$ cat src/rtl/maxval_host.sv
// maxval_host: PL-side self-test host for the maxval accelerator.
// Fills BRAM port A, runs the go/done handshake, checks word 0.
module maxval_host #(
  parameter int          NWORDS         = 2048,
  parameter int          ADDR_W         = 13,
  parameter logic [31:0] SEED           = 32'h0000_0001,
  parameter bit          FORCE_LAST_MAX = 1'b0,
  parameter int          TIMEOUT        = 65535
) (
  input  logic              clk,
  input  logic              reset,
  input  logic              start,
  output logic [31:0]       ps_control,
  input  logic [31:0]       pl_status,
  output logic [ADDR_W-1:0] bram_addr,
  output logic [31:0]       bram_wrdata,
  input  logic [31:0]       bram_rddata,
  output logic [3:0]        bram_we,
  output logic              busy,
  output logic              done,
  output logic              pass,
  output logic              timeout_err,
  output logic [31:0]       expected_max,
  output logic [31:0]       result
);

  localparam logic [31:0] TAPS = 32'h8020_0003;
  localparam logic [31:0] SEED_EFF =
    (SEED == 32'h0) ? 32'h1 : SEED;
  localparam int IDX_W =
    (NWORDS > 1) ? $clog2(NWORDS) : 1;
  localparam logic [IDX_W-1:0] LAST = IDX_W'(NWORDS - 1);
  localparam logic [31:0] TO_LAST = 32'(TIMEOUT - 1);

  typedef enum logic [2:0] {
    S_IDLE,
    S_FILL,
    S_GO,
    S_ACK,
    S_RD_ADDR,
    S_RD_WAIT,
    S_CHECK,
    S_DONE
  } state_t;

  state_t           state, next_state;
  logic [IDX_W-1:0] idx;
  logic [31:0]      lfsr;
  logic [31:0]      wait_cnt;
  logic [31:0]      wr_val;
  logic             accept;
  logic             tmo;
  logic             timed_out;
  logic             unused_status;

  assign unused_status = ^pl_status[31:1];
  assign timed_out = (wait_cnt == TO_LAST);
  assign wr_val = (FORCE_LAST_MAX && idx == LAST)
                ? 32'hFFFF_FFFF : lfsr;

  always_ff @(posedge clk) begin
    if (!reset) state <= S_IDLE;
    else        state <= next_state;
  end

  always_comb begin
    next_state  = state;
    ps_control  = '0;
    bram_addr   = '0;
    bram_wrdata = '0;
    bram_we     = '0;
    busy        = 1'b1;
    done        = 1'b0;
    accept      = 1'b0;
    tmo         = 1'b0;
    unique case (state)
      S_IDLE: begin
        busy = 1'b0;
        if (start) begin
          accept     = 1'b1;
          next_state = S_FILL;
        end
      end
      S_FILL: begin
        bram_we     = 4'hF;
        bram_addr   = ADDR_W'({idx, 2'b00});
        bram_wrdata = wr_val;
        if (idx == LAST) next_state = S_GO;
      end
      S_GO: begin
        ps_control = 32'd1;
        if (pl_status[0]) begin
          next_state = S_ACK;
        end else if (timed_out) begin
          tmo        = 1'b1;
          next_state = S_DONE;
        end
      end
      S_ACK: begin
        if (!pl_status[0]) begin
          next_state = S_RD_ADDR;
        end else if (timed_out) begin
          tmo        = 1'b1;
          next_state = S_DONE;
        end
      end
      S_RD_ADDR: next_state = S_RD_WAIT;
      S_RD_WAIT: next_state = S_CHECK;
      S_CHECK:   next_state = S_DONE;
      S_DONE: begin
        busy = 1'b0;
        done = 1'b1;
        if (start) begin
          accept     = 1'b1;
          next_state = S_FILL;
        end
      end
    endcase
  end

  // wait_cnt restarts whenever the state changes
  always_ff @(posedge clk) begin
    if (!reset) begin
      idx          <= '0;
      lfsr         <= '0;
      wait_cnt     <= '0;
      expected_max <= '0;
      result       <= '0;
      pass         <= 1'b0;
      timeout_err  <= 1'b0;
    end else begin
      if (next_state != state) wait_cnt <= '0;
      else                     wait_cnt <= wait_cnt + 32'd1;
      if (accept) begin
        idx          <= '0;
        lfsr         <= SEED_EFF;
        expected_max <= '0;
        result       <= '0;
        pass         <= 1'b0;
        timeout_err  <= 1'b0;
      end
      if (state == S_FILL) begin
        idx  <= idx + IDX_W'(1);
        lfsr <= {1'b0, lfsr[31:1]} ^ (lfsr[0] ? TAPS : 32'h0);
        if (wr_val > expected_max) expected_max <= wr_val;
      end
      if (tmo) begin
        timeout_err <= 1'b1;
        pass        <= 1'b0;
      end
      if (state == S_RD_WAIT) result <= bram_rddata;
      if (state == S_CHECK)   pass   <= (result == expected_max);
    end
  end

endmodule

$ cat config.mk
export PLATFORM = sky130hd
export DESIGN_NAME = maxval_host
export DESIGN_NICKNAME = d
export VERILOG_FILES = /design/src/rtl/maxval_host.sv
export SDC_FILE = /design/constraint.sdc
export NUM_CORES = 1
export LEC_CHECK = 0
export ABC_AREA = 1
export BUFFER_PORTS_ARGS = -buffer_cell sky130_fd_sc_hd__buf_2
export CAP_MARGIN = 30
export CORE_MARGIN = 1.5
export CORE_UTILIZATION = 28
export DETAILED_ROUTE_END_ITERATION = 6
export GPL_ROUTABILITY_DRIVEN = 0
export MAX_ROUTING_LAYER = met4
export RECOVER_POWER = 25
export SLEW_MARGIN = 20
export SYNTH_ARGS = -nofsm -noshare
export SYNTH_HDL_FRONTEND = slang
export SYNTH_SLANG_ARGS = --single-unit
$ cat constraint.sdc
create_clock -name clk -period 3.92 [get_ports clk]
set_input_delay 0.392 -clock clk [delete_from_list [all_inputs] [get_ports clk]]
set_output_delay 0.392 -clock clk [all_outputs]
set_load 0.02 [all_outputs]
==> summary.txt, run 1 <==
Run status
  – Status: finished, final reports clean

Clock network
  – Clk Latency, worst-skew pair: 0.43 ns
  – Clock tree sinks: roughly 140
  – CTS H-tree depth: 4
  – Reg clk slew, reported paths: ~0.06 ns
  – Post CTS Setup Buffer Count: 0
  – CTS buffer count: 17
  – CTS tree: built
  – Hold Buf Count CTS: 0
  – CTS Buffer Depth: 2
  – Clock root buffer: clkbuf_16
  – CTS resizes: 0

Floorplan
  – Initial Util: 28.4%
  – Die H: between 150 and 200 µm
  – Die Width: 176 µm
  – Core region area: between 20000 and 30000 µm²
  – # IOs: about 220
  – Total die area: 31100 µm²
  – Rows: 63

Yosys
  – Seq/Total Area, Yosys: approximately a third
  – Synth Area in Adders: 5.21%
  – XOR/XNOR Fraction of Synth Area: ~5.2%
  – Multiplexer share of the synthesized area: 0%
  – FF+latch count, synth: 144
  – Largest family of logic cells by synthesized area: simple AND/OR/NAND/NOR gates
  – Synthesized netlist cell count: 1201
  – Area fraction of the dominant cell type after synthesis: 34.3%
  – EDFF count, synth: 0
  – Fraction of registers with async set/reset: 0%
  – Top area cells in the synthesized netlist: dfxtp_1, nor2_1, nand2_1
  – Synth Warn #: 0
  – Yosys top cell by area: dfxtp_1
  – Compound-gate portion of the synthesized area: under 10%
  – Top_reg_cell synth: dfxtp_1
  – Synthesized area: 8410 µm²
  – Average size of a mapped cell: 7.01 µm²
  – Simple-Gate Fraction of Synth Area: between 30% and 40%
  – Unique masters post-synth: 42

GRT
  – Total gr overflow: 0
  – Largest net degree at the start of global routing: 66
  – First-pass GRT wire length: 39300 µm
  – Initial antenna violation count: 1
  – GRT Overall Usage: between 10% and 20%
  – Vias in the first global route: 7472

Pwr
  – Comb power frac: 24.0%
  – VDD IR-drop max: 0.255 mV
  – Leak Pwr: roughly 0.0040 µW
  – NetSw: ~1500 µW
  – Switch share: 35.2%
  – Internal power: about 2700 µW
  – Reg power frac: 37.5%
  – Part of the power in the clock network: 38.5%
  – Pwr dens: 425 nW/µm²

Place
  – Placed instance area: 9330 µm²
  – Post-DP HPWL: approximately 18000 µm
  – # port buffers: 151
  – Setup WS pre-CTS: 1.10 ns

STA
  – RSZ-0062 raised after global routing: no
  – Fmax: between 0.3 and 0.4 GHz
  – Final WS setup: 1.11 ns
  – Post-layout min period: 2.81 ns
  – Setup TNS: 0 ns
  – Final Hold Viols: 0
  – Slew margin rel.: 37.2%
  – Worst slew pin tran: 0.939 ns
  – Setup Skew: 0.0140 ns
  – Max-slew violations: 0
  – Setup-failing EPs final: 0
  – Tcrit/Tclk final: slightly above 70%

Layout
  – P&R area growth vs syn: 16.6%
  – Layout net count: 1422
  – Fill cell count: 3275
  – Most frequent cells in the layout: nor2_1, nand2_1, inv_1
  – Layout cell share with drive strength beyond 1: between 10% and 20%
  – Most common cell after layout, fill and taps aside: nor2_1
  – Design Area, Final: 9810 µm²
  – Post-layout util: 33.1%
  – FF/Latch Area: ~2900 µm²
  – Footprint of the multi-input gates: 4530 µm²

Drt
  – Wirelength per Cell: 14.5 µm
  – First-pass DRT Iterations: 5
  – ANT nets after route: 0
  – Residual DRC: 0
  – Via count: 7962
  – Via density per instance: around 4.6
  – Post-Route WL: 24900 µm
  – DRT iter0 DRCs: 459

Setup path
  – Crit-path leading delay family: buffers and inverters
  – Crit Path Class: flip-flop to flip-flop
  – Slowest CP cell: dfxtp_1
  – Worst EP arrival: 3.12 ns
  – Crit. End Element: flip-flop
  – Worst path cell trace: buf_4 -> nor2_1 -> nand2_1 -> o21ai_1 -> nand2_2 -> inv_2 -> nor2_4 -> inv_2 -> nor2_1 -> o21a_1
  – Crit-path max FO: 29
  – Setup crit start kind: flip-flop
  – CP peak stage delay: 0.52 ns
  – Reg2reg setup slack: 1.11 ns
  – Critical Path RT: 4.23 ns
  – WP buf/inv: 3

Job
  – Max-Cap Viols: 0

Worst hold path
  – Worst hold path class: primary input to flip-flop
worst register-to-register path, cell delays in order, from the launching register on:
cell and delay (ns):
dfxtp_1 0.52, buf_4 0.36, nor2_1 0.17, nand2_1 0.06, o21ai_1 0.12, nand2_2 0.08, inv_2 0.45, nor2_4 0.15
inv_2 0.49, nor2_1 0.10, o21a_1 0.19
cell type report:
| class | instances | area share (%) |
|---|---|---|
| repair buffers | 162 | 7.92 |
| inverters | 151 | 5.78 |
| clock buffers | 19 | 4.52 |
| well taps | 390 | 4.98 |
| clock inverters | 10 | 1.17 |
| diodes | 1 | 0.0255 |
| flip-flops and latches | 144 | 29.4 |
| multi-input cells | 844 | 46.2 |
synth_stat cells, drive strengths merged (10+ instances only):
library cell / count
xor2: 26
clkbuf: 30
nand3: 70
a21oi: 80
inv: 151
nor2: 203
nand4: 52
ha: 35
nor3: 55
xnor2: 24
dfxtp: 144
buf: 64
o21ai: 10
o21a: 31
nand2: 198
registers in the layout (all words and copies together) (netlist names):
signal / flops
expected_max: 32
idx: 11
lfsr: 32
pass: 1
result: 32
state: 3
timeout_err: 1
wait_cnt: 32
cells by family (layout without fill, tap and decap cells):
family / count (synthesis) / in the layout
adder cells (fa/ha/maj): 35 / 35
buffers and inverters: 245 / 342
AO/OA/AOI/OAI: 138 / 138
AND/OR/NAND/NOR: 588 / 588
other: 1 / 34
XOR/XNOR: 50 / 50
flip-flops: 144 / 144
power by group through the flow:
stage / Combinational (µW) / Clock [µW] / Sequential, µW
global placement: 1010 / 0 / 1590
detailed placement: 1020 / 0 / 1590
finish: 1000 / 1600 / 1560
CTS: 1020 / 1640 / 1560
global route: 1110 / 1700 / 1570
floorplan: 788 / 0 / 1610
through the flow:
stage	instances	power (µW)	hold slack, ns
2_1_floorplan	1233	2390	0.453
3_3_place_gp	1690	2600	0.456
3_5_place_dp	1691	2610	0.455
4_1_cts	1720	4220	0.228
5_1_grt	1721	4380	0.227
6_report	1721	4160	0.244
final timing paths:
check,startpoint,to,cells after the start
setup / recovery,state[0]$_SDFF_PN0_,lfsr[31]$_SDFFE_PN0P_,10
hold / removal,bram_rddata[12],result[12]$_SDFFE_PN0P_,3
hold reg to reg,timeout_err$_SDFFE_PN0P_,timeout_err$_SDFFE_PN0P_,2
setup reg to reg,state[0]$_SDFF_PN0_,lfsr[31]$_SDFFE_PN0P_,10
metal layers:
metal	up-vias	track usage [%]	routed length (µm)	part of all wire [%]
met3	20	4.29	1610	6.5
met5	-	-	0	0
li1	4044	-	-	-
met2	229	26.5	11800	47
met1	3669	20.6	11200	45
met4	0	4.38	323	1.3
No activity file was read; power rests on OpenSTA's default activity.
==> inputs of run 2 (changes only) <==
==> constraint.sdc (replaced) <==
create_clock -name clk -period 2.45 [get_ports clk]
set_input_delay 0.245 -clock clk [delete_from_list [all_inputs] [get_ports clk]]
set_output_delay 0.245 -clock clk [all_outputs]
set_load 0.02 [all_outputs]
==> summary.txt, run 2 (synthesis results as in run 1) <==
GRT
  – Initial antenna violation count: 0
  – Total gr overflow: 0
  – Largest net degree at the start of global routing: 65
  – Vias in the first global route: about 7.6k
  – GRT Overall Usage: around 17%
  – First-pass GRT wire length: 40100 µm

Setup path
  – CP peak stage delay: 0.36 ns
  – R2R cell count: 12
  – Crit Path Class: flip-flop to output pin
  – Slowest CP cell: dfxtp_1
  – Critical path depth: 5
  – Setup crit start kind: flip-flop
  – Crit. End Element: output pin
  – Critical Path RT: 2.20 ns
  – Worst EP arrival: around 2.1 ns
  – Crit-path leading delay family: buffers and inverters
  – Worst path cell trace: inv_2 -> nand3_2 -> buf_4 -> nor2_1 -> buf_2
  – WP buf/inv: 3
  – Crit-path max FO: 33

STA
  – Fmax: 0.433 GHz
  – RSZ-0062 raised after global routing: no
  – Tcrit/Tclk final: a little over nine tenths
  – Setup Skew: approximately 0.017 ns
  – Max-slew violations: 0
  – Slew margin rel.: 49.1%
  – Minimum hold slack: 0.0856 ns
  – Final Hold Viols: 0
  – Post-layout min period: roughly 2.3 ns
  – Setup TNS: 0 ns
  – Setup-failing EPs final: 0
  – Worst slew pin tran: 0.763 ns

Layout
  – Ant diodes: 0
  – P&R area growth vs syn: 18.2%
  – Most frequent cells in the layout: nor2_1, nand2_1, inv_1
  – Layout cell share with drive strength beyond 1: 14.1%
  – Layout net count: between 1k and 1.5k
  – Most common cell after layout, fill and taps aside: nor2_1

Run status
  – Status: finished, final reports clean

Floorplan
  – Die Width: approximately 180 µm
  – Total die area: 31100 µm²
  – Rows: 63
  – Die H: 176 µm
  – Initial Util: 28.4%
  – Core region area: 29600 µm²
  – # IOs: 216

Place
  – # port buffers: 151
  – Post-DP HPWL: 18400 µm

Drt
  – Wirelength per Cell: 14.7 µm
  – Residual DRC: 0
  – First-pass DRT Iterations: 5
  – ANT nets after route: 0
  – Via count: 8049
  – Via density per instance: roughly 4.6
  – Post-Route WL: 25400 µm
  – DRT iter0 DRCs: 410

Clock network
  – CTS buffer count: 17
  – Reg clk slew, reported paths: about 0.08 ns
  – Hold Buf Count CTS: 0
  – CTS tree: built
  – Clock tree sinks: 144
  – CTS H-tree depth: 4
  – CTS Buffer Depth: 2
  – Clk Latency, worst-skew pair: between 0.4 and 0.5 ns
  – Post CTS Setup Buffer Count: 0
  – CTS resizes: 0
  – Clock root buffer: clkbuf_16

Worst hold path
  – Worst hold path class: primary input to flip-flop
  – Hold path cells: 3

Pwr
  – Leak Pwr: 0.00404 µW
  – Power Total: 6820 µW
  – Pwr dens: 686 nW/µm²
  – VDD IR-drop max: ~0.42 mV

Job
  – Max-Cap Viols: 0
-- run 2: worst reg2reg max path: cells and delay by family, from the launching register on --
family                   cells  cell delay, ns
AND/OR/NAND/NOR              9            1.03
adder cells (fa/ha/maj)      1            0.28
flip-flops                   1            0.35
buffers and inverters        2            0.37
-- run 2: path summary, 6_finish.rpt --
path	slack, ns	endpoint	startpoint
worst min-delay path	0.09	result[3]$_SDFFE_PN0P_	bram_rddata[3]
worst max register to register	0.33	expected_max[13]$_SDFF_PN0_	expected_max[22]$_SDFF_PN0_
worst max-delay path	0.14	bram_wrdata[29]	state[1]$_SDFF_PN0_
worst min register to register	0.47	timeout_err$_SDFFE_PN0P_	timeout_err$_SDFFE_PN0P_
-- run 2: stage by stage --
stage          cell area, µm²  util [%]  std cells  setup WS (ns)
5_1_grt                  9940      33.5       1735         0.0539
4_1_cts                 10000      33.8       1735          0.188
2_1_floorplan            8530         -       1233          0.380
3_3_place_gp             9430      31.8       1703          0.401
3_5_place_dp             9430      31.8       1703          0.379
6_report                 9940      33.5       1735          0.138
-- run 2: power by group --
group          total, µW  switching (µW)  internal (µW)
combinational       1710            1240            472
clock               2630            1260           1370
sequential          2480            74.3           2410
total               6820            2570           4250
-- run 2: area by class of cell --
class | instances | area [µm²]
sequential | 144 | 2880
clock inverter | 15 | 164
timing repair buffer | 174 | 885
tap | 390 | 488
clock buffer | 17 | 425
fill | 3277 | 19700
inverter | 151 | 567
multi-input combinational | 844 | 4530
-- run 2: routing by layer --
metal / vias up / GRT usage, % / wire length, µm
met5: - / - / 0
met4: 0 / 4.27 / 380
met3: 27 / 3.62 / 1350
met2: 206 / 27.7 / 12000
met1: 3745 / 21.2 / 11700
li1: 4071 / - / -
